<file path="src/rtl/uart_tx_feeder.sv">
// Byte FIFO that feeds a UART transmitter: each queued byte is handed over with a
// one-cycle tx_start pulse, then the feeder waits for the transmitter's busy handshake.
module uart_tx_feeder #(
    parameter int DEPTH = 16,
    parameter int AW    = 4
) (
    input  logic        clk,
    input  logic        rst,
    input  logic        wr_en,
    input  logic [7:0]  wr_data,
    input  logic        flush,
    input  logic        tx_busy,
    output logic        tx_start,
    output logic [7:0]  tx_data,
    output logic        full,
    output logic        empty,
    output logic [AW:0] count,
    output logic        overflow
);
    localparam logic [AW:0]   DEPTH_C = (AW+1)'(DEPTH);
    localparam logic [AW-1:0] PTR_ONE = AW'(1);

    typedef enum logic [1:0] {
        IDLE,
        LAUNCH,
        WAIT_BUSY,
        WAIT_DONE
    } state_t;

    state_t        state_reg, state_next;
    logic          wb_cnt_reg, wb_cnt_next;
    logic [7:0]    mem [DEPTH];
    logic [AW-1:0] wr_ptr_reg, rd_ptr_reg;
    logic [AW:0]   count_reg, count_next;
    logic          full_reg, empty_reg, overflow_reg;
    logic [7:0]    tx_data_reg;
    logic          push, pop;

    // A full FIFO drops the write even if a pop frees a slot in the same cycle.
    assign push = wr_en && !full_reg && !flush;

    always_comb begin
        state_next  = state_reg;
        wb_cnt_next = wb_cnt_reg;
        pop         = 1'b0;
        case (state_reg)
            IDLE: begin
                if (!empty_reg && !tx_busy && !flush) begin
                    pop        = 1'b1;
                    state_next = LAUNCH;
                end
            end
            LAUNCH: begin
                wb_cnt_next = 1'b0;
                state_next  = WAIT_BUSY;
            end
            WAIT_BUSY: begin
                // A transmitter that never raises busy gets two cycles, then the byte counts as sent.
                if (tx_busy) begin
                    state_next = WAIT_DONE;
                end else if (wb_cnt_reg) begin
                    state_next = IDLE;
                end else begin
                    wb_cnt_next = 1'b1;
                end
            end
            WAIT_DONE: begin
                if (!tx_busy) begin
                    state_next = IDLE;
                end
            end
            default: state_next = IDLE;
        endcase
    end

    always_comb begin
        count_next = count_reg;
        if (flush) begin
            count_next = '0;
        end else begin
            count_next = count_reg + (AW+1)'(push) - (AW+1)'(pop);
        end
    end

    always_ff @(posedge clk) begin
        if (push) begin
            mem[wr_ptr_reg] <= wr_data;
        end
    end

    always_ff @(posedge clk or posedge rst) begin
        if (rst) begin
            state_reg    <= IDLE;
            wb_cnt_reg   <= 1'b0;
            wr_ptr_reg   <= '0;
            rd_ptr_reg   <= '0;
            count_reg    <= '0;
            full_reg     <= 1'b0;
            empty_reg    <= 1'b1;
            overflow_reg <= 1'b0;
            tx_data_reg  <= 8'h00;
        end else begin
            state_reg  <= state_next;
            wb_cnt_reg <= wb_cnt_next;
            if (flush) begin
                wr_ptr_reg <= '0;
                rd_ptr_reg <= '0;
            end else begin
                if (push) begin
                    wr_ptr_reg <= wr_ptr_reg + PTR_ONE;
                end
                if (pop) begin
                    rd_ptr_reg <= rd_ptr_reg + PTR_ONE;
                end
            end
            // tx_data only changes on a pop, so it holds through LAUNCH and both wait states.
            if (pop) begin
                tx_data_reg <= mem[rd_ptr_reg];
            end
            count_reg    <= count_next;
            full_reg     <= (count_next == DEPTH_C);
            empty_reg    <= (count_next == '0);
            overflow_reg <= wr_en && full_reg && !flush;
        end
    end

    assign tx_start = (state_reg == LAUNCH);
    assign tx_data  = tx_data_reg;
    assign full     = full_reg;
    assign empty    = empty_reg;
    assign count    = count_reg;
    assign overflow = overflow_reg;

endmodule

</file>
<file path="config.mk">
export PLATFORM = sky130hd
export DESIGN_NAME = uart_tx_feeder
export DESIGN_NICKNAME = d
export VERILOG_FILES = /design/src/rtl/uart_tx_feeder.sv
export SDC_FILE = /design/constraint.sdc
export NUM_CORES = 1
export LEC_CHECK = 0
export BUFFER_PORTS_ARGS = -buffer_cell sky130_fd_sc_hd__buf_2
export CORE_ASPECT_RATIO = 0.9
export CORE_MARGIN = 5
export CORE_UTILIZATION = 55
export CTS_BUF_LIST = sky130_fd_sc_hd__clkbuf_16
export CTS_CLUSTER_DIAMETER = 40
export DETAILED_ROUTE_END_ITERATION = 10
export GPL_TIMING_DRIVEN = 0
export PLACE_DENSITY = 0.75
export SLEW_MARGIN = 20
export SYNTH_ARGS = -nofsm -noshare
export SYNTH_HDL_FRONTEND = slang
export SYNTH_SLANG_ARGS = --single-unit
</file>
<file path="constraint.sdc">
create_clock -name clk -period 7.2 [get_ports clk]
set_input_delay 1.08 -clock clk [delete_from_list [all_inputs] [get_ports clk]]
set_output_delay 1.08 -clock clk [all_outputs]
set_load 0.02 [all_outputs]
</file>
## Yosys cells after proc, flatten, opt, wreduce, memory -nomap -nowiden

Memories as Yosys holds them, arrays and structs flattened. A register that Yosys moved wholly into a read port is not among the register bits.
Index checks and enable logic that the tools add are counted.

| cells by class | value |
|---|---|
| reduce and logical (&&, ||, !) cells | 17 |
| $add $sub $neg | 4 |
| shift operators | 0 |
| $lt $le $gt $ge | 0 |
| bitwise logic cells | 0 |
| multipliers | 0 |
| divide/modulo/power cells | 0 |
| mux-type cells | 16 |
| equal/unequal tests | 8 |

Operators by type and width:

| operator | number |
|---|---|
| 4-bit 2-to-1 mux | 4 |
| 4-bit by 1-bit adder with 4-bit output (second input constant) | 2 |
| 2-bit 2-to-1 mux | 4 |
| 2-bit one-hot mux with 4 select lines | 1 |
| 1-bit logical AND | 6 |
| 2-bit inequality test (second input constant) | 3 |
| 2-bit nonzero test | 3 |
| 5-bit by 1-bit adder with 5-bit output | 1 |
| 5-bit equality test (second input constant) | 1 |
| 5-bit logical NOT | 1 |
| 1-bit 2-to-1 mux | 5 |
| 5-bit 2-to-1 mux | 1 |
| 5-bit by 1-bit subtractor with 5-bit output | 1 |
| 2-bit equality test (second input constant) | 2 |
| 1-bit logical NOT | 4 |
| 3-bit inequality test (second input constant) | 1 |
| 3-bit AND reduction | 1 |
| 2-bit by 1-bit equality test with 1-bit output (second input constant) | 1 |
| 2-bit logical NOT | 1 |
| 1-bit one-hot mux with 2 select lines | 1 |
| 2-bit AND reduction | 1 |

| word-level totals | value |
|---|---|
| output and inout bits | 17 |
| memory bits (writable) | 128 |
| latch bits | 0 |
| logic and storage cells | 54 |
| bits in read-only memories | 0 |
| memories kept | 1 |
| register bits after elaboration | 19 |
| input bits | 13 |

Memory list:

| memory | words | width | read ports | clocked after Yosys merged registers in | wr ports | RTL line | source |
|---|---|---|---|---|---|---|---|
| mem | 16 | 8 | 1 | 1 | 1 | 32 | `logic [7:0] mem [DEPTH];` |

## Depth between registers and ports, before layout

Gate-level depths: netlist (run 1).

| logic depth | value |
|---|---|
| depth after elaboration | 8 |
| gate-level depth with buffers | 13 |
| gate-level depth less buffers | 12 |

## Worst setup path before layout (run 1)

No wires, ideal clock.

| timing path | value |
|---|---|
| path kind | input-to-reg |
| start | input port tx_busy |
| end | register full_reg, in the netlist full |
| library setup time | 0.125 ns |
| stages | 12 |
| slack | 3.279 ns |
| arrival | 3.796 ns |
| required time | 7.075 ns |
| path buffers | 1 |
| path through | or4_4 > or2_4 > clkinv_2 > buf_4 > ha_1 > inv_1 > ha_1 > inv_1 > fa_1 > xnor2_1 > or3b_2 > a2111oi_0 |

| between the ends | value |
|---|---|
| longest elaborated chain between the ends | 8 |

Ends and longest elaborated chain:

| what | RTL line | source |
|---|---|---|
| start: declaration | 12 | `input logic tx_busy,` |
| 1-bit logical NOT | -- |  |
| 1-bit logical AND (2 in series) | 48 | `if (!empty_reg && !tx_busy && !flush) begin` |
| 1-bit 2-to-1 mux | 48 |  |
| 1-bit 2-to-1 mux | 46 | `case (state_reg)` |
| named net pop | 37 | `logic push, pop;` |
| 5-bit by 1-bit subtractor with 5-bit output | 81 | `count_next = count_reg + (AW+1)'(push) - (AW+1)'(pop);` |
| 5-bit 2-to-1 mux | 78 | `if (flush) begin` |
| 5-bit equality test | 121 | `full_reg <= (count_next == DEPTH_C);` |
| end signal: assignment | 121 |  |
| end: declaration | 35 | `logic full_reg, empty_reg, overflow_reg;` |

The timed path passes the listed nets, and every way through them passes these cells.
A chain may end at the register's enable or synchronous reset.

## Worst setup path in the final report (run 1)

Ends and elaborated chain as after synthesis.

==> results.cfg, run 1 <==
[yosys]
ys_top_cells_by_area = edfxtp_1, mux4_2, dfrtp_1, ha_1, nor2_1
synthesis.area_sq_mm = 0.006276
syn-instance-count = 349
synthArstFlopShare = 0.1742
synth_warnings = 0
synth_fp_nets = 373
synth_top_area_share = 0.6124
synth_largest_area_cell = edfxtp_1
synth.avg_cell_area_sq_um = 17.98
ys_types = 44
synth_edf_count = 128
synthFlopType = edfxtp_1
ys_seq_area_frac = 0.7203
synth_seq_cells = 155

[sta]
skew_ps = 8.597
hold_ws_ps = 549.2
maxSlewViolCount = 0
tightest_slew_ps = 994.0
fin_crit_ps = 4258
maxSlewHeadroom = 0.3349
finalHoldViolCount = 0
worst_slack_ps = 2943
setup_violations = 0
rsz0062_at_grt = false
finalSetupTns_ps = 0
fmaxAchievable_ghz = 0.2349
period_share = 0.5913

[cts]
cts_hold_buf = 0
h-tree-depth = 4
post-cts-setup-buffers = 0
insertion_delay_ps = 410
clkSinkCount = 155
clk_pin_slew_worst_paths_ps = 60
cts_buffers = 17
clockBufferDepth = 2
root_buffer = clkbuf_16
cts_tree = yes
ctsResizeCount = 0

[setup_path]
reg2reg_setup_slack_ps = 3310
crit_fanout = 10
cp.depth = 13
crit_path_end_kind = register
r2r_start = state_reg[1]
r2r-end = full
cp_num_buf_inv = 5
worst_setup_path_start_kind = input pin
cp-endpoint = full
path_cells = buf_2, or4_4, or2_4, clkinv_2, buf_4, ha_1, inv_1, ha_1, inv_1, fa_1, xnor2_1, or3b_2, a2111oi_0
worst_ep_required_time_ps = 7430
critical_path.top_delay_family = simple AND/OR/NAND/NOR gates
r2r_cells = 12
crit_type = input pin to register
cp_slowest_cell = a2111oi_0
arrival_ps = 4490
critPathLaunch = tx_busy
slowest_delay_ps = 680

[global_route]
grt_max_degree = 28
grt_util_met1 = 0.2849
antenna_found_initial = 0
grt_busiest_layer = met2
grt_pass1_vias = 3504
grt-ovfl-total = 0
use_met3 = 0.05790
grt_pass1_wl_microns = 20480
grtUsageMet2 = 0.3333
globalRouteTotalUtil = 0.2112

[power]
ir_drop_uv = 242.9
p_leak_nw = 2.557
power.density_cell_area_mw_per_mm2 = 329.2

[detailed_routing]
drt-vias-per-instance = 5.962
drc = 0
wirelength_microns = 13270
dr_total_vias = 3410
wl_per_cell_microns = 23.19
first_pass_iters = 5
drtIter0Drc = 468
ant_nets = 0

[die]
core_area_sq_mm = 0.01130
io_pins = 30
die-area_sq_mm = 0.01365
chipWidth_microns = 122.6
die_h_microns = 111.3
fp-row-count = 37
initial_core_util = 0.5556

[placed_design]
dp_slack_ps = 2589
hpwl_microns = 8230
numPortBuffers = 29
place_congestion = 0.7834

[layout]
largest_reg_flops = 128
final_common_cell = edfxtp_1
most-common-layout-cells = edfxtp_1, buf_2, mux4_2
diodes = 0
drive_above_1_share = 0.2981
syn2layout_area_growth_pct = 17.11
finalNetCount = 427

[hold_path]
min_path_type = register to register

[status]
status = complete, no violations

[run]
cap_violations = 0
==> worst min-delay path: cells and delay by family, from the launching register on <==
| kind | cells | cell delay [ps] |
|---|---|---|
| AOI/OAI and AO/OA | 1 | 70 |
| DFF | 1 | 380 |
| and+or+nand+nor | 1 | 60 |
==> metrics by stage <==
| step | area, sq um | utilization | total power, mW | instances |
|---|---|---|---|---|
| 2_1_floorplan | 6276 | - | 1.346 | 349 |
| 3_3_place_gp | 6616 | 0.5857 | 1.447 | 534 |
| 3_5_place_dp | 6701 | 0.5933 | 1.468 | 540 |
| 4_1_cts | 7350 | 0.6506 | 2.430 | 572 |
| 5_1_grt | 7350 | 0.6506 | 2.510 | 572 |
| 6_report | 7350 | 0.6506 | 2.420 | 572 |
==> Yosys cell counts (all sizes together), types with 2 or more instances <==
cell and number:
o22ai 6, nor3b 2, nand2 15, dfrtp 26
xor2 4, or3b 3, and3 2, o21ai 3
nor2b 6, clkbuf 5, a21oi 6, ha 10
inv 11, a221oi 6, nor2 26, xnor2 4
nand3 3, nor3 7, nand2b 4, buf 12
mux4 32, a2111oi 2, mux2i 9, edfxtp 128
==> how the worst min path moves through the flow <==
stage,startpoint,endpoint,slack (ps),cells after the start
2_1_floorplan,wb_cnt_reg,wb_cnt_reg,480,2
3_3_place_gp,wb_cnt_reg,wb_cnt_reg,490,2
3_5_place_dp,wb_cnt_reg,wb_cnt_reg,530,2
4_1_cts,wb_cnt_reg,wb_cnt_reg,550,2
5_1_grt,wb_cnt_reg,wb_cnt_reg,560,2
6_report,wb_cnt_reg,wb_cnt_reg,550,2
==> cell families after synthesis <==
kind of cell               Yosys count  synth area share
DFF                                155            0.7203
buffers and inverters               29           0.02173
AOI/OAI and AO/OA                   28           0.03090
adders and majority gates           11           0.02313
xor gates and xnor gates             8           0.01116
and+or+nand+nor                     76           0.06120
muxes                               42            0.1316
==> power by group <==
part / switching [mW] / internal [mW] / total [mW] / leakage (nW)
clock: 0.350 / 0.616 / 0.966 / 0.312
sequential: 0.0405 / 1.04 / 1.08 / 1.49
combinational: 0.225 / 0.152 / 0.377 / 0.751
==> routing by layer <==
metal  share of wire  vias up  wire length, microns
met1            0.41     1764                  5465
met5               0        -                     0
met4           0.024        0                   315
met2            0.50      138                  6696
met3           0.060       25                   790
li1                -     1483                     -
==> final cells by class <==
| cell class | count | area (sq um) |
|---|---|---|
| repair buffers | 35 | 187.7 |
| flip-flops and latches | 155 | 4521 |
| plain buffers | 17 | 90.09 |
| clock inverters | 15 | 222.7 |
| well taps | 156 | 195.2 |
| inverters | 12 | 46.29 |
| clock buffers | 17 | 425.4 |
| fillers | 797 | 3946 |
| multi-input cells | 165 | 1662 |
No activity file was read; power rests on OpenSTA's default activity.
==> run 2, diff against run 1 <==
--- a/config.mk
+++ b/config.mk
@@ -13,7 +13,7 @@
 export CTS_CLUSTER_DIAMETER = 40
 export DETAILED_ROUTE_END_ITERATION = 10
 export GPL_TIMING_DRIVEN = 0
-export PLACE_DENSITY = 0.75
+export PLACE_DENSITY = 0.77
 export SLEW_MARGIN = 20
 export SYNTH_ARGS = -nofsm -noshare
 export SYNTH_HDL_FRONTEND = slang
==> constraint.sdc (replaced) <==
create_clock -name clk -period 3.4 [get_ports clk]
set_input_delay 0.51 -clock clk [delete_from_list [all_inputs] [get_ports clk]]
set_output_delay 0.51 -clock clk [all_outputs]
set_load 0.02 [all_outputs]
==> run 2 against run 1 <==
  * Design area decreased by 0.99%
  * Die area unchanged
  * Combinational power increased by 130%
  * Largest power group unchanged
  * Hold slack got worse by 400 ps
  * First-iteration DRC count decreased by 15%
  * Highest routed layer is now met5
  * Register-to-register slack got worse by 3100 ps
==> results.cfg, run 2 (synthesis gave the netlist of run 1 again) <==
[status]
status = complete, no violations

[global_route]
grt_max_degree = 28
antenna_found_initial = 1
globalRouteTotalUtil = 0.2071
grt_pass1_wl_microns = 20240
grt-ovfl-total = 0
grt_pass1_vias = 3466

[cts]
clkSinkCount = 155
cts_tree = yes
h-tree-depth = 4
insertion_delay_ps = 430
cts_buffers = 17
clockBufferDepth = 2
root_buffer = clkbuf_16
clk_pin_slew_worst_paths_ps = 60

[setup_path]
worst_setup_path_start_kind = register
crit_type = register to register
worst_ep_required_time_ps = 3710
cp_slowest_cell = fa_2
crit_path_end_kind = register
cp_num_buf_inv = 3
crit_fanout = 11
path_cells = or4_4, or2_4, inv_6, ha_1, inv_1, ha_1, inv_1, fa_2, or3b_2, a2111oi_4
critical_path.top_delay_family = simple AND/OR/NAND/NOR gates
slowest_delay_ps = 540
arrival_ps = 3480

[hold_path]
min_path_type = input pin to asynchronous set/reset pin

[detailed_routing]
ant_nets = 0
first_pass_iters = 5
wl_per_cell_microns = 22.58
dr_total_vias = 3317
drc = 0
drt-vias-per-instance = 5.840
wirelength_microns = 12830
drtIter0Drc = 397

[layout]
drive_above_1_share = 0.2840
diodes = 0
final_common_cell = edfxtp_1
syn2layout_area_growth_pct = 15.95
nFillCells = 781
largest_reg_flops = 128
most-common-layout-cells = edfxtp_1, buf_2, mux4_2
fin_cells = 568
finalNetCount = 423

[die]
chipWidth_microns = 122.6
die-area_sq_mm = 0.01365
core_area_sq_mm = 0.01130
die_h_microns = 111.3
initial_core_util = 0.5556
io_pins = 30
fp-row-count = 37

[power]
power.density_cell_area_mw_per_mm2 = 682.8
p_leak_nw = 2.521
switching_share = 0.2628
p_seq_frac = 0.459
power_switching_mw = 1.306
intPower_mw = 3.663
power_mw = 4.969
ir_drop_uv = 351.9
p_comb_frac = 0.172
p_clk_frac = 0.369

[sta]
maxSlewViolCount = 0
fmaxAchievable_ghz = 0.3160
tightest_slew_ps = 911.4
maxSlewHeadroom = 0.3902
rsz0062_at_grt = false
setup_violations = 0
hold_ws_ps = 146.5
finalHoldViolCount = 0
skew_ps = 8.142
fin_crit_ps = 3165
worst_slack_ps = 235.0
period_share = 0.9309
finalSetupTns_ps = 0

[placed_design]
hpwl_microns = 8353
dp_cells = 536
place_congestion = 0.7953
numPortBuffers = 29
dp_slack_ps = -524.4

[run]
cap_violations = 0
-- run 2: what timing repair did --
item	CTS	global route
setup endpoints to repair	1	1
gates resized for setup	5	2
pin swaps	0	1
hold buffers	0	0
hold endpoints to repair	0	0
buffers inserted	1	0
-- run 2: metal layers --
layer  share of wire  wire [microns]  GRT usage
met1            0.43            5504     0.2820
met2            0.49            6276     0.3220
met3           0.060             773    0.05231
met4           0.020             258    0.08582
met5          0.0010              13          0
-- run 2: worst paths after layout --
kind / from / end / slack, ps / depth (start not counted)
max: empty / full / 240 / 10
min: rst / state_reg[0] / 150 / 2
max reg2reg: empty / full / 240 / 10
min reg2reg: wb_cnt_reg / wb_cnt_reg / 510 / 2
max in group asynchronous: rst / wr_ptr_reg[2] / 2870 / 2
min in group clk: tx_busy / state_reg[0] / 340 / 3
-- run 2: power by group through the flow --
| stage | clock network, mW | logic [mW] | registers, mW |
|---|---|---|---|
| 6_report | 1.83 | 0.855 | 2.28 |
| 5_1_grt | 1.92 | 0.933 | 2.30 |
| 4_1_cts | 1.84 | 0.858 | 2.28 |
| 3_5_place_dp | 0 | 0.784 | 2.32 |
| 3_3_place_gp | 0 | 0.752 | 2.31 |
| 2_1_floorplan | 0 | 0.447 | 2.40 |
-- run 2: metrics by stage --
step,util,instance area [sq um]
after floorplan,-,6276
after global placement,0.5857,6616
after detailed placement,0.5908,6674
after CTS,0.6439,7273
after global routing,0.6442,7277
final,0.6442,7277
-- run 2: layout make-up --
type | instances | area, sq um | area share
Multi-Input combinational cell | 165 | 1690 | 0.2323
Sequential cell | 155 | 4521 | 0.6212
Inverter | 12 | 50.05 | 0.006878
Timing Repair Buffer | 32 | 167.7 | 0.02304
Buffer | 16 | 82.58 | 0.01135
Tap cell | 156 | 195.2 | 0.02682
Clock inverter | 15 | 145.1 | 0.01994
Clock buffer | 17 | 425.4 | 0.05846
